## src/rtl/ddr_timing_pkg.sv

```systemverilog
// Shared DDR4 timing defaults, refresh FSM encoding and widths.
package ddr_timing_pkg;

  localparam int DefTRefi       = 7800;
  localparam int DefTRfc        = 350;
  localparam int DefTRp         = 14;
  localparam int DefMaxPostpone = 8;
  localparam int DefMaxPullin   = 8;
  localparam int DefCntW        = 16;

  // Open-row bitmap: bit = bg*4 + bank.
  localparam int BankW = 16;
  // Signed owed-refresh count, range -MAX_PULLIN..MAX_POSTPONE+1.
  localparam int DebtW = 5;

  typedef enum logic [2:0] {
    StIdle,
    StDrain,
    StPrech,
    StWaitRp,
    StRef,
    StWaitRfc
  } ref_state_e;

endpackage

```

## src/rtl/refresh_scheduler_if.sv

```systemverilog
// Refresh scheduler <-> command arbiter / host-side status bundle.
interface refresh_scheduler_if;
  import ddr_timing_pkg::*;

  logic                    enable;
  logic                    pullin_en;
  logic                    bus_idle;
  logic [BankW-1:0]        banks_open;
  logic                    pre_req;
  logic                    pre_ack;
  logic                    ref_req;
  logic                    ref_ack;
  logic                    hold_traffic;
  logic                    urgent;
  logic                    refresh_done;
  logic signed [DebtW-1:0] debt;
  logic                    err_overflow;

  // Scheduler side.
  modport master (
    input  enable, pullin_en, bus_idle, banks_open, pre_ack, ref_ack,
    output pre_req, ref_req, hold_traffic, urgent, refresh_done, debt, err_overflow
  );

  // Arbiter side.
  modport slave (
    output enable, pullin_en, bus_idle, banks_open, pre_ack, ref_ack,
    input  pre_req, ref_req, hold_traffic, urgent, refresh_done, debt, err_overflow
  );

endinterface

```

## src/rtl/refresh_timebase.sv

```systemverilog
// tREFI timebase: counts 0..T_REFI-1 and flags the wrap cycle.
module refresh_timebase #(
  parameter int T_REFI = 7800,
  parameter int CNT_W  = 16
) (
  input  logic clk_i,
  input  logic rst_ni,
  output logic tick_o
);

  logic [CNT_W-1:0] cnt_q, cnt_d;

  // Wrap detection and next count.
  always_comb begin
    tick_o = (cnt_q == CNT_W'(T_REFI - 1));
    cnt_d  = tick_o ? '0 : cnt_q + CNT_W'(1);
  end

  // Free-running counter, independent of enable.
  always_ff @(posedge clk_i or negedge rst_ni) begin
    if (!rst_ni) begin
      cnt_q <= '0;
    end else begin
      cnt_q <= cnt_d;
    end
  end

endmodule

```

## src/rtl/refresh_scheduler.sv

```systemverilog
// All-bank refresh scheduler: debt tracking, postpone/pull-in policy and
// the precharge-all / REF handshake sequence toward the command arbiter.
module refresh_scheduler
  import ddr_timing_pkg::*;
#(
  parameter int T_REFI       = DefTRefi,
  parameter int T_RFC        = DefTRfc,
  parameter int T_RP         = DefTRp,
  parameter int MAX_POSTPONE = DefMaxPostpone,
  parameter int MAX_PULLIN   = DefMaxPullin,
  parameter int CNT_W        = DefCntW
) (
  input logic                 sys_clk,
  input logic                 sys_rst_n,
  refresh_scheduler_if.master bus_io
);

  localparam logic signed [DebtW-1:0] DebtHi    = DebtW'(MAX_POSTPONE + 1);
  localparam logic signed [DebtW-1:0] DebtForce = DebtW'(MAX_POSTPONE);
  localparam logic signed [DebtW-1:0] DebtLo    = DebtW'(-MAX_PULLIN);
  localparam logic signed [DebtW-1:0] DebtZero  = '0;
  localparam logic signed [DebtW-1:0] DebtOne   = DebtW'(1);

  logic                    tick;
  logic                    start;
  logic                    done;
  logic                    pre_req;
  logic                    ref_req;
  ref_state_e              state_q, state_d;
  logic [CNT_W-1:0]        tmr_q, tmr_d;
  logic signed [DebtW-1:0] debt_q, debt_d;
  logic                    err_q, err_d;

  refresh_timebase #(
    .T_REFI (T_REFI),
    .CNT_W  (CNT_W)
  ) u_timebase (
    .clk_i  (sys_clk),
    .rst_ni (sys_rst_n),
    .tick_o (tick)
  );

  // Start policy: forced when postponement is exhausted, otherwise opportunistic on idle bus.
  always_comb begin
    start = bus_io.enable &&
            ((debt_q >= DebtForce) ||
             (bus_io.bus_idle && (debt_q > DebtZero)) ||
             (bus_io.pullin_en && bus_io.bus_idle && (debt_q > DebtLo)));
  end

  // Sequence FSM; tmr is shared by tRP and tRFC since they never overlap.
  always_comb begin
    state_d = state_q;
    tmr_d   = tmr_q;
    pre_req = 1'b0;
    ref_req = 1'b0;
    done    = 1'b0;
    unique case (state_q)
      StIdle: begin
        if (start) state_d = StDrain;
      end
      StDrain: begin
        if (bus_io.bus_idle) state_d = (|bus_io.banks_open) ? StPrech : StRef;
      end
      StPrech: begin
        pre_req = 1'b1;
        if (bus_io.pre_ack) begin
          state_d = StWaitRp;
          // The ack cycle counts toward tRP, so REF rises exactly T_RP cycles after it.
          tmr_d   = CNT_W'(T_RP - 1);
        end
      end
      StWaitRp: begin
        if (tmr_q <= CNT_W'(1)) state_d = StRef;
        else                    tmr_d   = tmr_q - CNT_W'(1);
      end
      StRef: begin
        ref_req = 1'b1;
        if (bus_io.ref_ack) begin
          state_d = StWaitRfc;
          tmr_d   = CNT_W'(T_RFC);
        end
      end
      StWaitRfc: begin
        if (tmr_q <= CNT_W'(1)) begin
          done    = 1'b1;
          state_d = StIdle;
        end else begin
          tmr_d = tmr_q - CNT_W'(1);
        end
      end
      default: state_d = StIdle;
    endcase
  end

  // Debt: +1 per tick, -1 per completion, saturating; tick at the ceiling flags overflow.
  always_comb begin
    debt_d = debt_q;
    err_d  = err_q;
    if (tick && (debt_q == DebtHi)) err_d = 1'b1;
    if (tick && !done) begin
      if (debt_q < DebtHi) debt_d = debt_q + DebtOne;
    end else if (done && !tick) begin
      if (debt_q > DebtLo) debt_d = debt_q - DebtOne;
    end
  end

  // State registers; reset aborts any sequence in flight.
  always_ff @(posedge sys_clk or negedge sys_rst_n) begin
    if (!sys_rst_n) begin
      state_q <= StIdle;
      tmr_q   <= '0;
      debt_q  <= '0;
      err_q   <= 1'b0;
    end else begin
      state_q <= state_d;
      tmr_q   <= tmr_d;
      debt_q  <= debt_d;
      err_q   <= err_d;
    end
  end

  assign bus_io.pre_req      = pre_req;
  assign bus_io.ref_req      = ref_req;
  assign bus_io.hold_traffic = (state_q != StIdle);
  assign bus_io.urgent       = (debt_q >= DebtForce);
  assign bus_io.refresh_done = done;
  assign bus_io.debt         = debt_q;
  assign bus_io.err_overflow = err_q;

endmodule

```

## src/flat_wrapper.sv

```systemverilog
// flat-port wrapper written by rule: the top's interface ports become plain ports
module refresh_scheduler_flat import ddr_timing_pkg::*;
#(
  parameter int T_REFI       = DefTRefi,
  parameter int T_RFC        = DefTRfc,
  parameter int T_RP         = DefTRp,
  parameter int MAX_POSTPONE = DefMaxPostpone,
  parameter int MAX_PULLIN   = DefMaxPullin,
  parameter int CNT_W        = DefCntW
)
  (sys_clk, sys_rst_n, bus_io_enable, bus_io_pullin_en, bus_io_bus_idle, bus_io_banks_open, bus_io_pre_ack, bus_io_ref_ack, bus_io_pre_req, bus_io_ref_req, bus_io_hold_traffic, bus_io_urgent, bus_io_refresh_done, bus_io_debt, bus_io_err_overflow);
  refresh_scheduler_if bus_io_i ();
  input logic sys_clk;
  input logic sys_rst_n;
  input wire logic [$bits(bus_io_i.enable)-1:0] bus_io_enable;
  input wire logic [$bits(bus_io_i.pullin_en)-1:0] bus_io_pullin_en;
  input wire logic [$bits(bus_io_i.bus_idle)-1:0] bus_io_bus_idle;
  input wire logic [$bits(bus_io_i.banks_open)-1:0] bus_io_banks_open;
  input wire logic [$bits(bus_io_i.pre_ack)-1:0] bus_io_pre_ack;
  input wire logic [$bits(bus_io_i.ref_ack)-1:0] bus_io_ref_ack;
  output wire logic [$bits(bus_io_i.pre_req)-1:0] bus_io_pre_req;
  output wire logic [$bits(bus_io_i.ref_req)-1:0] bus_io_ref_req;
  output wire logic [$bits(bus_io_i.hold_traffic)-1:0] bus_io_hold_traffic;
  output wire logic [$bits(bus_io_i.urgent)-1:0] bus_io_urgent;
  output wire logic [$bits(bus_io_i.refresh_done)-1:0] bus_io_refresh_done;
  output wire logic [$bits(bus_io_i.debt)-1:0] bus_io_debt;
  output wire logic [$bits(bus_io_i.err_overflow)-1:0] bus_io_err_overflow;
  assign bus_io_i.enable = bus_io_enable;
  assign bus_io_i.pullin_en = bus_io_pullin_en;
  assign bus_io_i.bus_idle = bus_io_bus_idle;
  assign bus_io_i.banks_open = bus_io_banks_open;
  assign bus_io_i.pre_ack = bus_io_pre_ack;
  assign bus_io_i.ref_ack = bus_io_ref_ack;
  assign bus_io_pre_req = bus_io_i.pre_req;
  assign bus_io_ref_req = bus_io_i.ref_req;
  assign bus_io_hold_traffic = bus_io_i.hold_traffic;
  assign bus_io_urgent = bus_io_i.urgent;
  assign bus_io_refresh_done = bus_io_i.refresh_done;
  assign bus_io_debt = bus_io_i.debt;
  assign bus_io_err_overflow = bus_io_i.err_overflow;
  refresh_scheduler #(.T_REFI(T_REFI), .T_RFC(T_RFC), .T_RP(T_RP), .MAX_POSTPONE(MAX_POSTPONE), .MAX_PULLIN(MAX_PULLIN), .CNT_W(CNT_W)) u_core (.sys_clk(sys_clk), .sys_rst_n(sys_rst_n), .bus_io(bus_io_i));
endmodule
```

## config.mk

```make
export PLATFORM = sky130hd
export DESIGN_NAME = refresh_scheduler_flat
export DESIGN_NICKNAME = d
export VERILOG_FILES = /design/src/rtl/ddr_timing_pkg.sv /design/src/rtl/refresh_scheduler_if.sv /design/src/rtl/refresh_timebase.sv /design/src/rtl/refresh_scheduler.sv /design/src/flat_wrapper.sv
export SDC_FILE = /design/constraint.sdc
export NUM_CORES = 1
export LEC_CHECK = 0
export ABC_AREA = 1
export CAP_MARGIN = 10
export CORE_MARGIN = 5
export CORE_UTILIZATION = 42
export CTS_CLUSTER_DIAMETER = 60
export DETAILED_ROUTE_END_ITERATION = 7
export GPL_TIMING_DRIVEN = 0
export PLACE_DENSITY = 0.66
export SLEW_MARGIN = 15
export SYNTH_ARGS = -nofsm -noshare
export SYNTH_HDL_FRONTEND = slang
export SYNTH_HIERARCHICAL = 1
export SYNTH_SLANG_ARGS = --single-unit
```

## constraint.sdc

```tcl
create_clock -name sys_clk -period 2.9 [get_ports sys_clk]
set_input_delay 0.58 -clock sys_clk [delete_from_list [all_inputs] [get_ports sys_clk]]
set_output_delay 0.58 -clock sys_clk [all_outputs]
set_load 0.01 [all_outputs]
```

==> results of run 1 <==
==> worst max-delay path: stages, from the launching register on <==
cell and delay, ns:
dfrtp_1 0.41, inv_1 0.11, ha_2 0.23, o21ai_0 0.09
nor2_1 0.09, nand2_1 0.12, nor2_2 0.13, clkdlybuf4s50_1 0.56
==> metal layers <==
metal	vias up	part of all wire (%)	track usage, %	wire length, um
li1	1400	-	-	-
met3	5	5.7	3.601	364
met4	0	1.1	4.950	69
met5	-	0	0	0
met1	1226	48	20.81	3064
met2	71	45	26.16	2890
==> worst max-delay path by stage <==
stage	start	end	slack, ns	depth (start not counted)
after floorplan	u_core/tmr_q[0]$_DFFE_PN0P_	u_core/bus_io.debt[4]$_DFFE_PN0P_	0.45	16
after global placement	sys_rst_n	u_core/bus_io.debt[2]$_DFFE_PN0P_	0.1	1
after detailed placement	u_core/tmr_q[0]$_DFFE_PN0P_	u_core/bus_io.debt[4]$_DFFE_PN0P_	0.22	16
after CTS	u_core/tmr_q[0]$_DFFE_PN0P_	bus_io_refresh_done	0.18	7
after global routing	u_core/tmr_q[0]$_DFFE_PN0P_	u_core/bus_io.debt[4]$_DFFE_PN0P_	0.01	16
final	u_core/tmr_q[0]$_DFFE_PN0P_	bus_io_refresh_done	0.29	7
==> flip-flops by register name (all words and copies together), names as in the netlist <==
register,flops
u_core/bus_io.debt,5
u_core/u_timebase/cnt_q,16
u_core/bus_io.err_overflow,1
u_core/state_q,3
u_core/tmr_q,16
==> power breakdown <==
group	internal [W]	switching [W]	leakage, nW
Sequential	0.000676	0.000130	0.543
Combinational	0.000535	0.000845	1.11
Clock	0.000166	0.000210	0.0439
==> cells by family after synthesis <==
logic type | after synthesis
and+or+nand+nor | 270
DFF | 41
adders and majority gates | 8
xor gates and xnor gates | 14
buffers and inverters | 60
AOI/OAI and AO/OA | 30
==> per-stage QoR <==
| step | hold slack (ns) | std cells | instance area [um^2] | utilization, % |
|---|---|---|---|---|
| final | 0.1754 | 542 | 3373 | 52.23 |
| after global routing | 0.1806 | 542 | 3373 | 52.23 |
| after CTS | 0.1800 | 542 | 3353 | 51.92 |
| after detailed placement | 0.4868 | 534 | 3267 | 50.58 |
| after global placement | 0.4647 | 533 | 3252 | 50.35 |
| after floorplan | 0.2844 | 423 | 2825 | - |
==> final cells by class <==
cell class	count	share of cell area [%]
well taps	77	2.856
clock buffers	5	2.040
repair buffers	34	10.24
inverters	56	6.231
plain buffers	4	1.076
multi-input cells	322	46.62
clock inverters	3	0.5193
flip-flops and latches	41	30.42
==> cells in the final DEF (no fill, tap or decap), types with 3 or more instances in the layout <==
cell type and count:
a21oi_1 7, inv_2 3, clkbuf_8 5, nor2_1 75, ha_1 6, xnor2_1 5, o21ai_2 4, nand3_1 41
nor2_4 4, xor2_1 8, nand4_1 8, o21ai_1 6, nand2_1 129, buf_2 3, o21ai_0 7, nor2_2 5
clkdlybuf4s50_1 32, inv_1 53, dfrtp_1 41
==> repair_timing <==
action,4_1_cts,5_1_grt
setup endpoints to repair,0,2
hold buffers,0,0
resized for setup,0,5
==> reports/metrics.yaml, run 1 <==
route.detailed.drc: 0
drive_gt1_share_pct: 8.387
cts_buffers: 5
start_util_pct: 43.74
antenna_found_initial: 0
yosysSeqAreaShare_pct: 36.32
synth_top_area_cell: "dfrtp_1"
grtUsageTotal_pct: 15.89
p_total_w: 0.002561
synth-adder-area-share_pct: 3.543
synth_commonest_cells: "129 x nand2_1, 76 x nor2_1, 53 x inv_1"
postRouteAntennaNets: 0
synth_cells: 423
ys.warnings.count: 6
setup_viol: 0
cts-htree-levels: 2
setup_tns_ns: 0
viasPerCell: 4.985
nets: 495
hold_path_class: "in2async"
clk_pin_slew_worst_paths_ns: 0.08
wirelength_um: 6389
peakVddDrop_uv: 439.4
relSlewSlack_pct: 75.07
critical_path_class: "reg2out"
fin_crit_sh_pct: 90.11
skew_ns: 0.003940
cts_tree: "done"
synth_top_family_by_area: "simple AND/OR/NAND/NOR gates"
rr_endpoint: "u_core/bus_io.debt[3]$_DFFE_PN0P_"
maxCapViolations: 0
die-area_um2: 8467
period_needed_ns: 2.613
r2r_start: "u_core/u_timebase/cnt_q[0]$_DFF_PN0_"
critPathMaxFanout: 5
fmax_ghz: 0.3827
synth_compound_area_share_pct: 6.466
slew_violations: 0
reg2reg_slack_ns: 0.33
syn-num-nets: 454
drt_first_iter_violations: 173
post-cts-setup-buffers: 0
fp-row-count: 29
syn_to_final_growth_pct: 19.40
start_kind: "flop"
synthTopCellsByArea: "dfrtp_1 36%, nand2_1 17%, nor2_1 10%, nand3_1 7.3%, inv_1 7.0%"
synth_edf_count: 0
wl_per_cell_um: 11.79
hold_viol_final: 0
seqCellArea_um2: 1026
antenna_cells: 0
fp.dieH_um: 92.02
portBuffers: 33
grt_pass1_vias: 2561
grt.overflow.total: 0
synthArstFlopShare_pct: 100.0
multi_input_area_um2: 1573
worstPathRequired_ns: 2.32
worst_slack_ns: 0.2869
rsz0062_at_grt: "no"
dp_hpwl_um: 4899
critPathArrivalTime_ns: 2.03
synth_area_um2: 2825
dr.pass1.iters: 4
leakagePower_nw: 1.699
muxShareOfSynthArea_pct: 0
pre_cts_slack_ns: 0.2180
gp_congestion: 0.9167
vias: 2702
cts_root_buffer: "clkbuf_8"
end_kind: "output port"
ys_types: 29
synthSimpleGateAreaFrac_pct: 40.61
status: "finished clean"
yosysMostFrequentCell: "nand2_1"
synth_top_area_share_pct: 36.32
max-clock-path-buffers: 2
synthFlopType: "dfrtp_1"
grt_max_degree: 32
power.density_nw_per_um2: 759.3
tightest_slew_ns: 0.3726
ys_ff_latch: 41
synth_xor_area_share_pct: 4.340
die_w_um: 92.02
cts.sinks: 41
io_pins: 34
grt_pass1_wl_um: 11230
core_um2: 6459
syn_area_per_cell_um2: 6.679
n_fill_cell: 651
r2r_cells: 15
clk_latency_ns: 0.29
Power figures use the tool's default switching activity.
==> run 2, diff against run 1 <==
- SLEW_MARGIN: 15 -> 25
==> reports/metrics.yaml, run 2 (same netlist as run 1, synthesis figures left out) <==
status: "finished clean"
critical_path_class: "reg2reg"
n_fill_cell: 642  # -1.4%
grt_max_degree: 30  # -6.3%
leakagePower_nw: 1.709  # +0.58%
clk_pin_slew_worst_paths_ns: 0.08  # about the same
grtUsageTotal_pct: 16.04  # +0.15 points
drt_first_iter_violations: 143  # -17%
nets: 495  # unchanged
antenna_found_initial: 0  # unchanged
max-clock-path-buffers: 2  # unchanged
final_common_cell: "nand2_1"
slew_violations: 0  # unchanged
relSlewSlack_pct: 76.05  # +0.98 points
worstSetupStartpoint: "u_core/tmr_q[0]$_DFFE_PN0P_"
dr.pass1.iters: 4  # unchanged
wirelength_um: 6439  # +0.78%
fp-row-count: 29  # unchanged
antenna_cells: 0  # unchanged
postRouteAntennaNets: 0  # unchanged
hold_path_class: "in2async"
end_kind: "flop"
reg2reg_slack_ns: 0.25  # -0.08 ns
fin_crit_sh_pct: 91.32  # +1.2 points
start_kind: "flop"
cts_buffers: 5  # unchanged
critPathMaxFanout: 5  # unchanged
power.density_nw_per_um2: 784.2  # +3.3%
r2r_cells: 16  # +1
grt_pass1_vias: 2590  # +1.1%
post-route-util_pct: 52.52  # +0.29 points
rsz0062_at_grt: "yes"
period_needed_ns: 2.648  # +0.03517 ns
dp_hpwl_um: 4904  # about the same
cp_cell_sequence: "inv_1 -> ha_2 -> o21ai_0 -> nor2_1 -> nand2_1 -> nor2_2 -> inv_1 -> ha_1 -> xnor2_1 -> ha_1 -> inv_1 -> nand2_1 -> nand3_1 -> and3_1 -> o21ai_0 -> nand2_1"
die-area_um2: 8467  # unchanged
fmax_ghz: 0.3776  # -1.3%
rr_endpoint: "u_core/bus_io.debt[4]$_DFFE_PN0P_"
cts.sinks: 41  # unchanged
vias: 2725  # +0.85%
fp.dieH_um: 92.02  # unchanged
cts-htree-levels: 2  # unchanged
gp_congestion: 0.9167  # unchanged
grt.overflow.total: 0  # unchanged
wl_per_cell_um: 11.88  # +0.78%
skew_ns: 0.007922  # +0.003982 ns
io_pins: 34  # unchanged
portBuffers: 33  # unchanged
viasPerCell: 5.028  # +0.85%
r2r_start: "u_core/tmr_q[0]$_DFFE_PN0P_"
grt_pass1_wl_um: 11260  # +0.30%
cts_hold_buffers: 0  # unchanged
maxCapViolations: 0  # unchanged
postCtsResizedCells: 0  # unchanged
cp_slowest_cell: "dfrtp_1"
critPathArrivalTime_ns: 2.83  # +0.80 ns
hold_viol_final: 0  # unchanged
peakVddDrop_uv: 372.8  # -15%
start_util_pct: 43.74  # unchanged
cts_root_buffer: "clkbuf_8"
post-cts-setup-buffers: 0  # unchanged
setup_viol: 0  # unchanged
core_um2: 6459  # unchanged
tightest_slew_ns: 0.3579  # -0.01471 ns
worstPathRequired_ns: 3.09  # +0.77 ns
clk_latency_ns: 0.30  # about the same
drive_gt1_share_pct: 7.957  # -0.43 points
route.detailed.drc: 0  # unchanged
final_cell_mix: "129 x nand2_1, 75 x nor2_1, 53 x inv_1"
cts_tree: "done"
cp_slowest_stage_delay_ns: 0.41  # -0.15 ns
seqCellArea_um2: 1026  # unchanged
multi_input_area_um2: 1563  # -0.64%
die_w_um: 92.02  # unchanged
syn_to_final_growth_pct: 20.06
p_total_w: 0.002660  # +3.9%
run 2: cell types whose count changed in the layout (fill, tap and decap cells not counted), sizes merged:
cell	delta
clkinv	-1
bufinv	+1
run 2: worst max-delay path: cells and delay by family, from the launching register on:
family / cells / cell delay (ns)
compound gates: 2 / 0.28
xor+xnor: 1 / 0.22
simple gates: 7 / 0.73
flops: 1 / 0.41
buf+inv: 3 / 0.22
fa+ha+maj: 3 / 0.67
run 2: where the power goes:
part	switching, W	leakage, nW	internal, W
logic	0.000846	1.11	0.000532
registers	0.000128	0.543	0.000676
clock network	0.000221	0.0543	0.000258
total	0.00119	1.71	0.00147
run 2: how the worst max path moves through the flow:
| stage | endpoint | slack [ns] | cells after the start |
|---|---|---|---|
| 2_1_floorplan | u_core/bus_io.debt[4]$_DFFE_PN0P_ | 0.45 | 16 |
| 6_report | u_core/bus_io.debt[4]$_DFFE_PN0P_ | 0.25 | 16 |
| 4_1_cts | bus_io_refresh_done | 0.17 | 7 |
| 5_1_grt | u_core/bus_io.debt[4]$_DFFE_PN0P_ | -0.05 | 16 |
| 3_5_place_dp | u_core/bus_io.debt[4]$_DFFE_PN0P_ | 0.20 | 16 |
| 3_3_place_gp | u_core/bus_io.debt[2]$_DFFE_PN0P_ | 0.1 | 1 |
run 2: area by class of cell:
cell class | count | share of cell area (%)
Buffer | 4 | 1.070
Clock buffer | 5 | 2.029
Clock inverter | 3 | 1.365
Inverter | 56 | 6.197
Multi-Input combinational cell | 322 | 46.07
Sequential cell | 41 | 30.25
Tap cell | 77 | 2.840
Timing Repair Buffer | 34 | 10.18
run 2: metrics by stage:
step	setup TNS [ns]	worst slack, ns	std cells	hold slack (ns)	area [um^2]
global route	-0.04713	-0.04713	542	0.1972	3392
floorplan	0	0.4464	423	0.2844	2825
global placement	0	0.09683	533	0.4647	3252
finish	0	0.2517	542	0.1830	3392
CTS	0	0.1729	542	0.1956	3382
detailed placement	0	0.1991	534	0.4868	3267
run 2: layer usage:
layer	wire length, um	share of wire [%]	global-route usage [%]
met5	0	0	0
met4	69	1.1	5.198
met3	381	5.9	3.846
met2	2933	46	26.16
met1	3054	47	21.00
